<file path="config.mk">
export PLATFORM = sky130hd
export DESIGN_NAME = gpio_in_port_flat
export DESIGN_NICKNAME = d
export VERILOG_FILES = /design/src/rtl/gpio_in_port_if.sv /design/src/rtl/gpio_in_port.sv /design/src/flat_wrapper.sv
export SDC_FILE = /design/constraint.sdc
export NUM_CORES = 1
export LEC_CHECK = 0
export CAP_MARGIN = 20
export CORE_MARGIN = 2
export CORE_UTILIZATION = 40
export CTS_CLUSTER_DIAMETER = 50
export DETAILED_ROUTE_END_ITERATION = 7
export PLACE_DENSITY = 0.66
export SYNTH_ARGS = -nofsm -noshare
export SYNTH_HDL_FRONTEND = slang
export SYNTH_SLANG_ARGS = --single-unit
export TNS_END_PERCENT = 50
</file>
<file path="constraint.sdc">
create_clock -name clk -period 1.8 [get_ports clk]
set_clock_uncertainty 0.15 [all_clocks]
set_input_delay 0.18 -clock clk [delete_from_list [all_inputs] [get_ports clk]]
set_output_delay 0.18 -clock clk [all_outputs]
set_load 0.03 [all_outputs]
</file>
<file path="src/rtl/gpio_in_port_if.sv">
// picoRV32 native memory bus bundle between the CPU (master) and a peripheral (slave).
// Combinational wires only; the peripheral answers with one mem_ready pulse per request, no backpressure.
interface gpio_in_port_if;
    logic        mem_valid;
    logic [31:0] mem_addr;
    logic [3:0]  mem_wstrb;
    logic [31:0] mem_wdata;
    logic        mem_ready;
    logic [31:0] mem_rdata;

    modport master (
        output mem_valid,
        output mem_addr,
        output mem_wstrb,
        output mem_wdata,
        input  mem_ready,
        input  mem_rdata
    );

    modport slave (
        input  mem_valid,
        input  mem_addr,
        input  mem_wstrb,
        input  mem_wdata,
        output mem_ready,
        output mem_rdata
    );
endinterface

</file>
<file path="src/rtl/gpio_in_port.sv">
// Debounced memory-mapped input port with edge interrupts; pin-to-STABLE 2+DEBOUNCE_CYCLES clk, bus ack 1 clk.
// The CPU holds mem_valid until mem_ready; every selected request gets exactly one ready pulse, never back-to-back.
module gpio_in_port #(
    parameter int          WIDTH           = 8,
    parameter int          DEBOUNCE_CYCLES = 16000,
    parameter logic [31:0] BASE_ADDR       = 32'h0300_0100
) (
    input  logic             clk,
    input  logic             resetn,
    input  logic [WIDTH-1:0] pins,
    gpio_in_port_if.slave    bus,
    output logic             irq
);

    localparam int            CW       = (DEBOUNCE_CYCLES > 2) ? $clog2(DEBOUNCE_CYCLES) : 1;
    localparam logic [CW-1:0] CNT_LAST = CW'(DEBOUNCE_CYCLES - 1);

    localparam logic [2:0] REG_STABLE  = 3'd0;
    localparam logic [2:0] REG_RAW     = 3'd1;
    localparam logic [2:0] REG_PEND    = 3'd2;
    localparam logic [2:0] REG_RISE_EN = 3'd3;
    localparam logic [2:0] REG_FALL_EN = 3'd4;

    logic [WIDTH-1:0] sync1_q, sync1_d;
    logic [WIDTH-1:0] sync2_q, sync2_d;
    logic [WIDTH-1:0] stable_q, stable_d;
    logic [CW-1:0]    cnt_q [WIDTH];
    logic [CW-1:0]    cnt_d [WIDTH];
    logic [WIDTH-1:0] pend_q, pend_d;
    logic [WIDTH-1:0] rise_en_q, rise_en_d;
    logic [WIDTH-1:0] fall_en_q, fall_en_d;
    logic             ready_q, ready_d;
    logic [31:0]      rdata_q, rdata_d;
    logic             irq_q, irq_d;

    logic             sel;
    logic             accept;
    logic             wr;
    logic             rd;
    logic [2:0]       reg_idx;
    logic [31:0]      byte_mask;
    logic [WIDTH-1:0] wmask;
    logic [WIDTH-1:0] wdata_w;
    logic [WIDTH-1:0] rise;
    logic [WIDTH-1:0] fall;
    logic [WIDTH-1:0] pend_clr;
    logic [31:0]      rd_word;
    logic             unused_bits;

    // Synchroniser and per-bit debounce counters.
    always_comb begin
        sync1_d  = pins;
        sync2_d  = sync1_q;
        stable_d = stable_q;
        cnt_d    = cnt_q;
        for (int i = 0; i < WIDTH; i++) begin
            if (sync2_q[i] == stable_q[i]) begin
                cnt_d[i] = '0;
            end else if (cnt_q[i] == CNT_LAST) begin
                cnt_d[i]    = '0;
                stable_d[i] = sync2_q[i];
            end else begin
                cnt_d[i] = cnt_q[i] + CW'(1);
            end
        end
        rise = stable_d & ~stable_q;
        fall = ~stable_d & stable_q;
    end

    // Bus decode: a request is accepted once, in the cycle before the ready pulse.
    always_comb begin
        sel       = bus.mem_valid && (bus.mem_addr[31:5] == BASE_ADDR[31:5]);
        accept    = sel && !ready_q;
        wr        = accept && (bus.mem_wstrb != 4'b0000);
        rd        = accept && (bus.mem_wstrb == 4'b0000);
        reg_idx   = bus.mem_addr[4:2];
        byte_mask = {{8{bus.mem_wstrb[3]}}, {8{bus.mem_wstrb[2]}},
                     {8{bus.mem_wstrb[1]}}, {8{bus.mem_wstrb[0]}}};
        wmask     = byte_mask[WIDTH-1:0];
        wdata_w   = bus.mem_wdata[WIDTH-1:0];
    end

    assign unused_bits = ^{bus.mem_addr[1:0], bus.mem_wdata, byte_mask};

    always_comb begin
        rise_en_d = rise_en_q;
        fall_en_d = fall_en_q;
        pend_clr  = '0;
        if (wr) begin
            case (reg_idx)
                REG_PEND:    pend_clr  = wdata_w & wmask;
                REG_RISE_EN: rise_en_d = (rise_en_q & ~wmask) | (wdata_w & wmask);
                REG_FALL_EN: fall_en_d = (fall_en_q & ~wmask) | (wdata_w & wmask);
                default:     ;
            endcase
        end
        // Edge qualification uses the enables as they were before any same-cycle write; a set beats a clear.
        pend_d = (pend_q & ~pend_clr) | (rise & rise_en_q) | (fall & fall_en_q);
        irq_d  = |pend_q;
    end

    always_comb begin
        rd_word = '0;
        case (reg_idx)
            REG_STABLE:  rd_word[WIDTH-1:0] = stable_q;
            REG_RAW:     rd_word[WIDTH-1:0] = sync2_q;
            REG_PEND:    rd_word[WIDTH-1:0] = pend_q;
            REG_RISE_EN: rd_word[WIDTH-1:0] = rise_en_q;
            REG_FALL_EN: rd_word[WIDTH-1:0] = fall_en_q;
            default:     rd_word = '0;
        endcase
        ready_d = accept;
        rdata_d = rd ? rd_word : 32'h0;
    end

    always_ff @(posedge clk or negedge resetn) begin
        if (!resetn) begin
            sync1_q   <= '0;
            sync2_q   <= '0;
            stable_q  <= '0;
            for (int i = 0; i < WIDTH; i++) begin
                cnt_q[i] <= '0;
            end
            pend_q    <= '0;
            rise_en_q <= '0;
            fall_en_q <= '0;
            ready_q   <= 1'b0;
            rdata_q   <= 32'h0;
            irq_q     <= 1'b0;
        end else begin
            sync1_q   <= sync1_d;
            sync2_q   <= sync2_d;
            stable_q  <= stable_d;
            for (int i = 0; i < WIDTH; i++) begin
                cnt_q[i] <= cnt_d[i];
            end
            pend_q    <= pend_d;
            rise_en_q <= rise_en_d;
            fall_en_q <= fall_en_d;
            ready_q   <= ready_d;
            rdata_q   <= rdata_d;
            irq_q     <= irq_d;
        end
    end

    assign bus.mem_ready = ready_q;
    assign bus.mem_rdata = rdata_q;
    assign irq           = irq_q;

endmodule

</file>
<file path="src/flat_wrapper.sv">
// flat-port wrapper written by rule: the top's interface ports become plain ports
module gpio_in_port_flat 
#(
    parameter int          WIDTH           = 8,
    parameter int          DEBOUNCE_CYCLES = 16000,
    parameter logic [31:0] BASE_ADDR       = 32'h0300_0100
)
  (clk, resetn, pins, irq, bus_mem_valid, bus_mem_addr, bus_mem_wstrb, bus_mem_wdata, bus_mem_ready, bus_mem_rdata);
  gpio_in_port_if bus_i ();
  input  logic clk;
  input  logic resetn;
  input  logic [WIDTH-1:0] pins;
  output logic irq;
  input wire logic [$bits(bus_i.mem_valid)-1:0] bus_mem_valid;
  input wire logic [$bits(bus_i.mem_addr)-1:0] bus_mem_addr;
  input wire logic [$bits(bus_i.mem_wstrb)-1:0] bus_mem_wstrb;
  input wire logic [$bits(bus_i.mem_wdata)-1:0] bus_mem_wdata;
  output wire logic [$bits(bus_i.mem_ready)-1:0] bus_mem_ready;
  output wire logic [$bits(bus_i.mem_rdata)-1:0] bus_mem_rdata;
  assign bus_i.mem_valid = bus_mem_valid;
  assign bus_i.mem_addr = bus_mem_addr;
  assign bus_i.mem_wstrb = bus_mem_wstrb;
  assign bus_i.mem_wdata = bus_mem_wdata;
  assign bus_mem_ready = bus_i.mem_ready;
  assign bus_mem_rdata = bus_i.mem_rdata;
  gpio_in_port #(.WIDTH(WIDTH), .DEBOUNCE_CYCLES(DEBOUNCE_CYCLES), .BASE_ADDR(BASE_ADDR)) u_core (.clk(clk), .resetn(resetn), .pins(pins), .bus(bus_i), .irq(irq));
endmodule
</file>
* Word level (Yosys, flattened, before mapping) *
Cells that the tools add are included.

word-level totals
  register bits = 194
  output and inout port bits = 34
  input bits = 79

operators by class
  reductions and logical operators = 11
  eq/ne operators = 21
  multiplexer cells = 36
  add/subtract/negate cells = 8
  bitwise logic cells = 16

operators by type and width
  cell                                                                      number
  14-bit 2-to-1 mux                                                         16
  14-bit by 1-bit adder with 14-bit output (second input constant)          8
  14-bit equality test (second input constant)                              8
  8-bit bitwise AND                                                         8
  8-bit one-hot mux with 5 select lines                                     1
  8-bit NOT                                                                 4
  8-bit OR                                                                  4
  27-bit by 21-bit equality test with 1-bit output (second input constant)  1
  8-bit 2-to-1 mux                                                          3
  1-bit 2-to-1 mux                                                          16
  1-bit equality test                                                       8
  8-bit OR reduction                                                        1
  3-bit by 2-bit equality test with 1-bit output (second input constant)    2
  1-bit logical AND                                                         4
  4-bit logical NOT                                                         1
  2-bit AND reduction                                                       2
  4-bit nonzero test                                                        1
  3-bit by 1-bit equality test with 1-bit output (second input constant)    1
  3-bit equality test (second input constant)                               1
  3-bit logical NOT                                                         1
  1-bit logical NOT                                                         1

* Depth between registers and ports, before layout *
Gate-level depths: netlist of run 1.

  word-level depth = 9
  mapped depth = 6

* Worst setup path before layout of run 1 *
OpenSTA, ideal clock, no wires.

  path kind = register -> register
  start = reg u_core.ready_q, in the netlist u_core.bus.mem_ready
  end = reg u_core.pend_q[7]
  arrival = 1583 ps
  slack = -59 ps
  stages on the path, launching flop included = 6
  cells stage by stage = dfrtp_1 -> nor4b_1 -> and4_1 -> buf_2 -> nand4_4 -> a221o_1

on the way
  word-level cells in the longest chain between the ends = 8

ends and longest elaborated chain
  what                    line                 RTL
  from (decl)             gpio_in_port.sv:32   logic ready_q, ready_d;
  from (signal assigned)  gpio_in_port.sv:140  ready_q <= ready_d;
  1-bit logical NOT       gpio_in_port.sv:73   accept = sel && !ready_q;
  1-bit logical AND       gpio_in_port.sv:73
  1-bit logical AND       gpio_in_port.sv:74   wr = accept && (bus.mem_wstrb != 4'b0000);
  8-bit 2-to-1 mux        gpio_in_port.sv:89   if (wr) begin
  8-bit NOT               gpio_in_port.sv:98   pend_d = (pend_q & ~pend_clr) | (rise & rise_en_q) | (fall & fall_en_q);
  8-bit bitwise AND       gpio_in_port.sv:98
  8-bit OR (2 in series)  gpio_in_port.sv:98
  via u_core.pend_d[7]    gpio_in_port.sv:29   logic [WIDTH-1:0] pend_q, pend_d;
  to (signal assigned)    gpio_in_port.sv:137  pend_q <= pend_d;
  to (decl)               gpio_in_port.sv:29

The timed path passes the listed nets, and every way through them passes these cells.
A chain may end at the register's enable or synchronous reset.

* Final worst setup path of run 1 *
  start = reg u_core.cnt_q[91] (netlist bit)
  end = reg u_core.stable_q[1]

on the way
  word-level cells in the longest chain between the ends = 3

ends and longest elaborated chain
  what                               line                 RTL
  from (decl)                        gpio_in_port.sv:27   logic [CW-1:0] cnt_q [WIDTH];
  from (signal, indexed assignment)  gpio_in_port.sv:135  cnt_q[i] <= cnt_d[i];
  14-bit equality test               gpio_in_port.sv:59   end else if (cnt_q[i] == CNT_LAST) begin
  1-bit 2-to-1 mux                   gpio_in_port.sv:59
  1-bit 2-to-1 mux                   gpio_in_port.sv:57   if (sync2_q[i] == stable_q[i]) begin
  via u_core.stable_d[1]             gpio_in_port.sv:26   logic [WIDTH-1:0] stable_q, stable_d;
  to (signal assigned)               gpio_in_port.sv:133  stable_q <= stable_d;
  to (decl)                          gpio_in_port.sv:26

The timed path passes the listed nets, and every way through them passes these cells.

==> summary.md, run 1 <==
| Metric | Value |
|---|---|
| Status | finished, final reports clean |
| Register Area | 4260 um2 |
| Fin crit period | 1.79 ns |
| Layout cell share with drive strength beyond 1 | 21.2% |
| Htree depth | 4 |
| GRT overflow | 0 |
| Post-Synthesis Cells | 775 |
| CTS tree | built |
| Total number of vias | 6036 |
| Flops & latches, synth | 170 |
| Power density over the cells | 787 nW/um2 |
| Number of nets with antenna violations after routing | 0 |
| Clock net sink count | 170 |
| Fin. Hold Viols | 0 |
| CP peak stage delay | 0.40 ns |
| Final setup violation count | 0 |
| Synth unique cells | 39 |
| Leak | 4.70 nW |
| HPWL Detailed | 11800 um |
| Clock transition at path regs | 0.07 ns |
| WHS | 0.0264 ns |
| Maxcap violations | 0 |
| Final cell count without fillers | 1217 |
| Async set or reset register ratio after synthesis | 100% |
| Initial core utilization | 40.9% |
| Die footprint | 21900 um2 |
| Core area | 20300 um2 |
| Max Fclk | 0.560 GHz |
| Die width | 148 um |
| Worst setup EP type | register |
| Total track usage | 16.1% |
| Startpoint types | register |
| Syn_area_per_cell | 10.7 um2 |
| Final Max Slew Viols | 0 |
| Row count | 52 |
| Port bufs | 62 |
| First-pass GRT wire length | 28500 um |
| DRC Markers | 0 |
| Critical path, cell by cell | or3b_4, nor4_2, buf_4, mux2_2 |
| Register area share after synthesis | 51.2% |
| Worst Hold Class | input pin to async pin |
| Worst EP required | 1.96 ns |
| Number of flops mapped to enable cells by yosys | 0 |
| Number of global-route vias before repair | 6115 |
| First drt pass iteration count | 4 |
| Final Power | 0.00832 W |
| Pin count of the biggest net entering global routing | 57 |
| GP Congestion | 0.802 |
| Chip height | 148 um |
| Critical path class | register to register |
| WP data arrival | 1.94 ns |
| Placed Cells | 1170 |
| Filler cell count | 1800 |
| Detailed-route wire length | 17100 um |
| Initial antenna violation count | 0 |
| Nets | 1021 |
| CP Max Fanout | 3 |
| Final worst slack | 0.0144 ns |
| Clock buffer depth | 2 |
| Tcrit/Tclk final | 99.2% |
| Ys flop type | dfrtp_1 |
| CTS Buf Count | 17 |
| Pre-CTS setup slack | -0.380 ns |
| Area delta synth->final | 27.4% |
| Diodes inserted | 0 |
| Routed WL per cell | 14.1 um |
| Root buffer cell | clkbuf_16 |
| Vias per inst | 4.96 |
| RSZ-0062 raised after global routing | true |
| Maximum vdd drop | 543 uV |
| Ports | 113 |
| Synthesis warning total | 0 |
| Multi-input gate area | 3900 um2 |
| Critical-path top delay cell | or3b_4 |
| Later-pin clock latency in the skew report | 0.42 ns |
| Mapped cell area | 8300 um2 |
| Initial DRC count | 272 |
## cell usage after synthesis, types with 9 or more instances
| cell type | instances | area, um2 |
|---|---|---|
| dfrtp_1 | 170 | 4250 |
| nor2_1 | 115 | 432 |
| xnor2_1 | 64 | 561 |
| nor4_1 | 46 | 288 |
| nand2_1 | 41 | 154 |
| nand4_1 | 32 | 200 |
| xor2_1 | 32 | 280 |
| buf_4 | 31 | 233 |
| mux2_2 | 25 | 282 |
| inv_1 | 24 | 90.1 |
| nand3_1 | 24 | 120 |
| o21ai_0 | 23 | 115 |
| mux2i_1 | 14 | 140 |
| and4_1 | 10 | 87.6 |
| nand3b_1 | 9 | 67.6 |
| nor2b_1 | 9 | 56.3 |
## state kept, by name, indices dropped and copies added, names as in the netlist, named ones only
name,flops
u_core.cnt_q,112
u_core.bus.mem_rdata,8
u_core.pend_q,8
u_core.stable_q,8
u_core.sync1_q,8
u_core.sync2_q,8
u_core.bus.mem_ready,1
u_core.irq,1
## cells in the final DEF (no fill, tap or decap), drive strengths merged, types with 9 or more instances in the layout
cell type      count
a21oi              9
and4              11
buf               95
clkbuf            21
clkdlybuf4s50     54
conb              24
dfrtp            170
inv               28
mux2              25
mux2i             14
nand2             41
nand3             24
nand3b             9
nand4             43
nor2             115
nor2b              9
nor4              46
o21ai             23
or2               10
xnor2             64
xor2              32
## cells by family after synthesis
family / share of synthesized area, %
AOI/OAI and AO/OA: 4.73
xor gates and xnor gates: 10.1
DFF: 51.2
buffers and inverters: 4.49
and+or+nand+nor: 23.1
adders and majority gates: 1.21
muxes: 5.08
other: 0.0452
## stage by stage
| stage | setup TNS [ns] | util (%) | area (um2) |
|---|---|---|---|
| 2_1_floorplan | -0.0257 | - | 8390 |
| 3_3_place_gp | -11.22 | 47.8 | 9710 |
| 3_5_place_dp | -12.08 | 47.8 | 9710 |
| 4_1_cts | -0.0121 | 51.2 | 10400 |
| 5_1_grt | -1.81 | 52.1 | 10600 |
| 6_report | 0 | 52.1 | 10600 |
## per-layer routing
metal	vias up	share of wire [%]	GRT usage, %
met5	-	0	0
met2	113	49	27.2
met1	2889	45	20.4
met3	16	4.5	4.26
met4	0	1.2	4.57
li1	3018	-	-
## worst max-delay path, delay by kind of cell, from the launching register on
kind | cells | cell delay [ns]
buffers and inverters | 1 | 0.17
flip-flops | 1 | 0.38
AND/OR/NAND/NOR | 2 | 0.65
multiplexers | 1 | 0.32
## layout make-up
type                            instances  area share [%]
Sequential cell                       170            40.2
Multi-Input combinational cell        564            36.9
Timing Repair Buffer                  157            12.9
Clock buffer                           21            4.45
Tap cell                              270            3.19
Clock inverter                         11            1.47
Inverter                               24           0.852
## report_power, final
part           leakage [nW]  internal [W]  switching (W)
clock                 0.305       0.00232        0.00151
combinational          2.08      0.000247       0.000308
sequential             2.32       0.00388      0.0000594
total                  4.70       0.00645        0.00188
## worst paths after layout
check | end | slack (ns) | startpoint | cells after the start
max | u_core.stable_q[1]$_DFF_PN0_ | 0.01 | u_core.cnt_q[91]$_DFF_PN0_ | 4
min | u_core.cnt_q[82]$_DFF_PN0_ | 0.03 | resetn | 2
max reg2reg | u_core.stable_q[1]$_DFF_PN0_ | 0.01 | u_core.cnt_q[91]$_DFF_PN0_ | 4
min reg2reg | u_core.sync2_q[2]$_DFF_PN0_ | 0.20 | u_core.sync1_q[2]$_DFF_PN0_ | 0
max in group asynchronous | u_core.cnt_q[45]$_DFF_PN0_ | 0.89 | resetn | 3
min in group clk | u_core.sync1_q[3]$_DFF_PN0_ | 0.04 | pins[3] | 1
## timing repair
item / 4_1_cts / 5_1_grt
gates cloned: 0 / 2
resized for setup: 19 / 19
pin swaps: 14 / 21
setup endpoints to repair: 108 / 117
buffers inserted: 0 / 12
hold buffers: 1 / 0
endpoints found under the hold margin: 170 / 0
No activity file was read; power rests on OpenSTA's default activity.
==> run 2: changes to the inputs <==
==> constraint.sdc (replaced) <==
create_clock -name clk -period 1.8 [get_ports clk]
set_clock_uncertainty 0.15 [all_clocks]
set_input_delay 0.18 -clock clk [delete_from_list [all_inputs] [get_ports clk]]
set_output_delay 0.18 -clock clk [all_outputs]
set_load 0.01 [all_outputs]
==> summary.md, run 2 (same netlist as run 1, synthesis figures left out) <==
| Metric | Value |
|---|---|
| Status | finished, final reports clean |
| Leak | 4.67 nW |
| M1 WL | 7900 um |
| Core area | 20300 um2 |
| Pre-CTS setup slack | -0.333 ns |
| HPWL Detailed | 11800 um |
| Total number of vias | 6097 |
| Hold path cells | 1 |
| Clock buffer depth | 2 |
| Clock net sink count | 170 |
| Die footprint | 21900 um2 |
| Final worst slack | 0.00283 ns |
| Worst R2R End | u_core.stable_q[3]$_DFF_PN0_ |
| Pin count of the biggest net entering global routing | 50 |
| Tcrit/Tclk final | 99.8% |
| Critical-path top delay cell | dfrtp_1 |
| Placed Cells | 1176 |
| WL met3 | 809 um |
| Final cell count without fillers | 1226 |
| Fin crit period | 1.80 ns |
| Final Power | 0.00799 W |
| Chip height | 148 um |
| Worst EP required | 1.96 ns |
| Power density over the cells | 751 nW/um2 |
| Layout cell share with drive strength beyond 1 | 23.2% |
| CTS tree | built |
| Number of nets with antenna violations after routing | 0 |
| CTS Buf Count | 17 |
| WP data arrival | 1.96 ns |
| GRT overflow | 0 |
| Clock transition at path regs | 0.07 ns |
| Commonest cells after routing, fill and taps aside | 165 x dfrtp_1, 115 x nor2_1, 96 x buf_4, 64 x xnor2_1, 61 x clkdlybuf4s50_1 |
| Maximum vdd drop | 697 uV |
| Maxcap violations | 0 |
| GP Congestion | 0.798 |
| Htree depth | 4 |
| Max reg flops | 112 |
| Critical path, cell by cell | ha_1, nand4_1, nor4_2, buf_4, mux2_2 |
| Port bufs | 62 |
| CP peak stage delay | 0.38 ns |
| Max Fclk | 0.556 GHz |
| Most common cell after layout, fill and taps aside | dfrtp_1 |
| Initial DRC count | 241 |
| Top Metal Used | met5 |
| Final Max Slew Viols | 0 |
| Largest Register | u_core.cnt_q |
| Final setup violation count | 0 |
| Met2 WL post-DR | 8570 um |
| Multi-input gate area | 3970 um2 |
| Routed WL per cell | 14.2 um |
| Number of global-route vias before repair | 5946 |
| First drt pass iteration count | 4 |
| Total track usage | 15.9% |
| Nets | 1030 |
| Die width | 148 um |
| CP top delay family | simple AND/OR/NAND/NOR gates |
| R2R Setup Slk | 0.003 ns |
| Ports | 113 |
| Filler cell count | 1785 |
| Initial core utilization | 40.9% |
| Diodes inserted | 0 |
| Reg2reg start | u_core.cnt_q[56]$_DFF_PN0_ |
| Count of buffer and inverter cells on the critical path | 1 |
| Register Area | 4260 um2 |
| Detailed-route wire length | 17400 um |
| Worst setup EP type | register |
| DRC Markers | 0 |
| First-pass GRT wire length | 28100 um |
| Area delta synth->final | 28.1% |
| CP Max Fanout | 4 |
| Root buffer cell | clkbuf_16 |
| Vias per inst | 4.97 |
| Worst r2r path cells | 5 |
| Worst Hold Class | input pin to register |
| Initial antenna violation count | 2 |
| CP startpoint | u_core.cnt_q[56]$_DFF_PN0_ |
| Critical path class | register to register |
| Fin. Hold Viols | 0 |
| Setup TNS | 0 ns |
| HP Start | pins[4] |
| Row count | 52 |
| Worst hold endpoint | u_core.sync1_q[4]$_DFF_PN0_ |
| Later-pin clock latency in the skew report | 0.43 ns |
| RSZ-0062 raised after global routing | true |
| Startpoint types | register |
run 2: final cells by class:
type	count	share of cell area [%]
sequential	170	40.0
multi-input combinational	567	37.3
timing repair buffer	163	13.3
clock buffer	17	4.00
tap	270	3.18
clock inverter	15	1.29
inverter	24	0.847
run 2: worst reg2reg max path: stages (launching register included):
cell and delay (ns):
dfrtp_1 0.38, ha_1 0.19, nand4_1 0.17, nor4_2 0.29, buf_4 0.18, mux2_2 0.33
run 2: power by group:
| group | switching, W | total [W] | internal (W) |
|---|---|---|---|
| Combinational | 0.000268 | 0.000522 | 0.000254 |
| Sequential | 0.0000628 | 0.00394 | 0.00388 |
| Clock | 0.00159 | 0.00352 | 0.00193 |
run 2: layer usage:
metal  global-route usage [%]  vias to the layer above
met3                     4.51                        8
met1                     20.3                     2959
met2                     27.0                       94
met5                        0                        -
li1                         -                     3034
met4                     3.67                        2
run 2: through the flow:
step                      instance area (um2)  util [%]  hold WS, ns
final                                   10600      52.4       0.0397
after global routing                    10600      52.4       0.0266
after CTS                               10400      51.2       0.0239
after detailed placement                 9760      48.1       0.0141
after global placement                   9760      48.1      0.00653
after floorplan                          8400         -       -0.266
run 2: repair_timing:
| item | 4_1_cts | 5_1_grt |
|---|---|---|
| pin swaps | 9 | 23 |
| resized for setup | 13 | 32 |
| setup endpoints to repair | 100 | 129 |
| buffers inserted | 2 | 10 |
| hold endpoints to repair | 153 | 0 |
| hold buffers | 1 | 0 |
| cloned | 0 | 5 |
run 2: worst max-delay path by stage:
stage	slack, ns	depth (start not counted)	endpoint
CTS	-0.004	5	register
detailed placement	-0.33	6	register
global placement	-0.33	6	register
finish	0.003	5	u_core.stable_q[3]$_DFF_PN0_
floorplan	-0.0003	6	u_core.cnt_q[17]$_DFF_PN0_
global route	-0.07	5	register
==> run 3: changes to the inputs <==
--- a/config.mk
+++ b/config.mk
@@ -10,7 +10,7 @@
 export CORE_UTILIZATION = 40
 export CTS_CLUSTER_DIAMETER = 50
 export DETAILED_ROUTE_END_ITERATION = 7
-export PLACE_DENSITY = 0.66
+export PLACE_DENSITY = 0.63
 export SYNTH_ARGS = -nofsm -noshare
 export SYNTH_HDL_FRONTEND = slang
 export SYNTH_SLANG_ARGS = --single-unit
==> constraint.sdc (replaced) <==
create_clock -name clk -period 1.7 [get_ports clk]
set_clock_uncertainty 0.15 [all_clocks]
set_input_delay 0.17 -clock clk [delete_from_list [all_inputs] [get_ports clk]]
set_output_delay 0.17 -clock clk [all_outputs]
set_load 0.01 [all_outputs]
==> summary.md, run 3 (same netlist as run 1, synthesis figures left out) <==
| Metric | Value |
|---|---|
| Status | finished with violations |
| Failing checks | negative setup slack |
| Initial DRC count | 238 |
| Max reg flops | 112 |
| Final worst slack | -0.0915 ns |
| GRT overflow | 0 |
| GP Congestion | 0.824 |
| Number of nets with antenna violations after routing | 0 |
| Worst setup EP type | register |
| Die footprint | 21900 um2 |
| First drt pass iteration count | 4 |
| Row count | 52 |
| Final Max Slew Viols | 0 |
| Initial antenna violation count | 1 |
| Max Fclk | 0.558 GHz |
| Final Power | 0.00829 W |
| Vias per inst | 4.94 |
| Maxcap violations | 0 |
| Worst setup endpoint | u_core.stable_q[5]$_DFF_PN0_ |
| Ports | 113 |
| CTS tree | built |
| Fin crit period | 1.79 ns |
| Largest Register | u_core.cnt_q |
| WHS | 0.0334 ns |
| Layout cell share with drive strength beyond 1 | 30.3% |
| Critical path class | register to register |
| Pin count of the biggest net entering global routing | 42 |
| Final setup violation count | 96 |
| Core area | 20300 um2 |
| Die width | 148 um |
| Clock buffer depth | 2 |
| Worst r2r path cells | 3 |
| Reg2reg start | u_core.cnt_q[36]$_DFF_PN0_ |
| Tcrit/Tclk final | 105% |
| Total track usage | 16.5% |
| CP Max Fanout | 4 |
| Worst R2R End | u_core.stable_q[5]$_DFF_PN0_ |
| Root buffer cell | clkbuf_16 |
| Leak | 5.01 nW |
| Power density over the cells | 742 nW/um2 |
| R2R Setup Slk | -0.09 ns |
| Port bufs | 62 |
| Pre-CTS setup slack | -0.515 ns |
| Number of global-route vias before repair | 6088 |
| Most common cell after layout, fill and taps aside | dfrtp_1 |
| DRC Markers | 0 |
| Later-pin clock latency in the skew report | 0.42 ns |
| First-pass GRT wire length | 29200 um |
| HPWL Detailed | 12000 um |
| Clock transition at path regs | 0.07 ns |
| Setup TNS | -3.45 ns |
| Commonest cells after routing, fill and taps aside | 167 x dfrtp_1, 136 x buf_4, 87 x nor2_1, 64 x xnor2_1, 60 x clkdlybuf4s50_1 |
| Clock net sink count | 170 |
| Routed WL per cell | 13.8 um |
| Nets | 1073 |
| Chip height | 148 um |
| Detailed-route wire length | 17500 um |
| Area delta synth->final | 34.5% |
| Worst EP required | 1.86 ns |
| Maximum vdd drop | 610 uV |
| Startpoint types | register |
| Total number of vias | 6269 |
| Hold path cells | 1 |
| RSZ-0062 raised after global routing | true |
| Diodes inserted | 0 |
| CTS Buf Count | 17 |
| Initial core utilization | 40.9% |
| CP startpoint | u_core.cnt_q[36]$_DFF_PN0_ |
| Final Util | 55.0% |
| WP data arrival | 1.95 ns |
| Htree depth | 4 |
| Fin. Hold Viols | 0 |
| Worst Hold Class | input pin to register |
[run 3: how the worst min path moves through the flow]
| stage | start | endpoint | slack (ns) |
|---|---|---|---|
| after floorplan | resetn | async pin | -0.28 |
| after global placement | resetn | u_core.sync1_q[2]$_DFF_PN0_ | -0.08 |
| after detailed placement | resetn | u_core.cnt_q[13]$_DFF_PN0_ | -0.08 |
| after CTS | pins[4] | u_core.sync1_q[4]$_DFF_PN0_ | 0.01 |
| after global routing | pins[4] | u_core.sync1_q[4]$_DFF_PN0_ | 0.007 |
| final | pins[4] | u_core.sync1_q[4]$_DFF_PN0_ | 0.03 |
[run 3: metal layers]
layer  vias up  GRT usage (%)  routed length [um]
met4         2           4.33                 207
met1      3025           22.1                8090
li1       3125              -                   -
met2        99           26.7                8340
met3        18           4.57                 842
met5         -              0                  13
[run 3: area by class of cell]
type	instances	area, um2
fill	1763	9130
sequential	170	4260
multi-input combinational	568	4200
inverter	24	90.1
clock inverter	13	97.6
tap	270	338
clock buffer	18	439
timing repair buffer	205	1750
[run 3: metrics by stage]
stage          cell area, um2  cells
4_1_cts                 10900   1253
3_5_place_dp            10200   1213
6_report                11200   1268
3_3_place_gp            10200   1213
2_1_floorplan            8550    798
5_1_grt                 11200   1268
[run 3: where the power goes]
group	switching, W	internal [W]
Combinational	0.000300	0.000287
Clock	0.00162	0.00191
Sequential	0.0000642	0.00411
[run 3: repair_timing]
item / in CTS / in global routing
resized for setup: 22 / 55
endpoints found under the setup margin: 128 / 137
setup buffers: 6 / 11
hold endpoints to repair: 170 / 0
pin swaps: 48 / 38
gates cloned: 2 / 4
hold buffers: 1 / 0
[run 3: worst max-delay path, stage by stage (launching register included)]
cell and delay, ns:
dfrtp_1 0.38, or3b_4 0.41, nor4_4 0.37, mux2_2 0.38
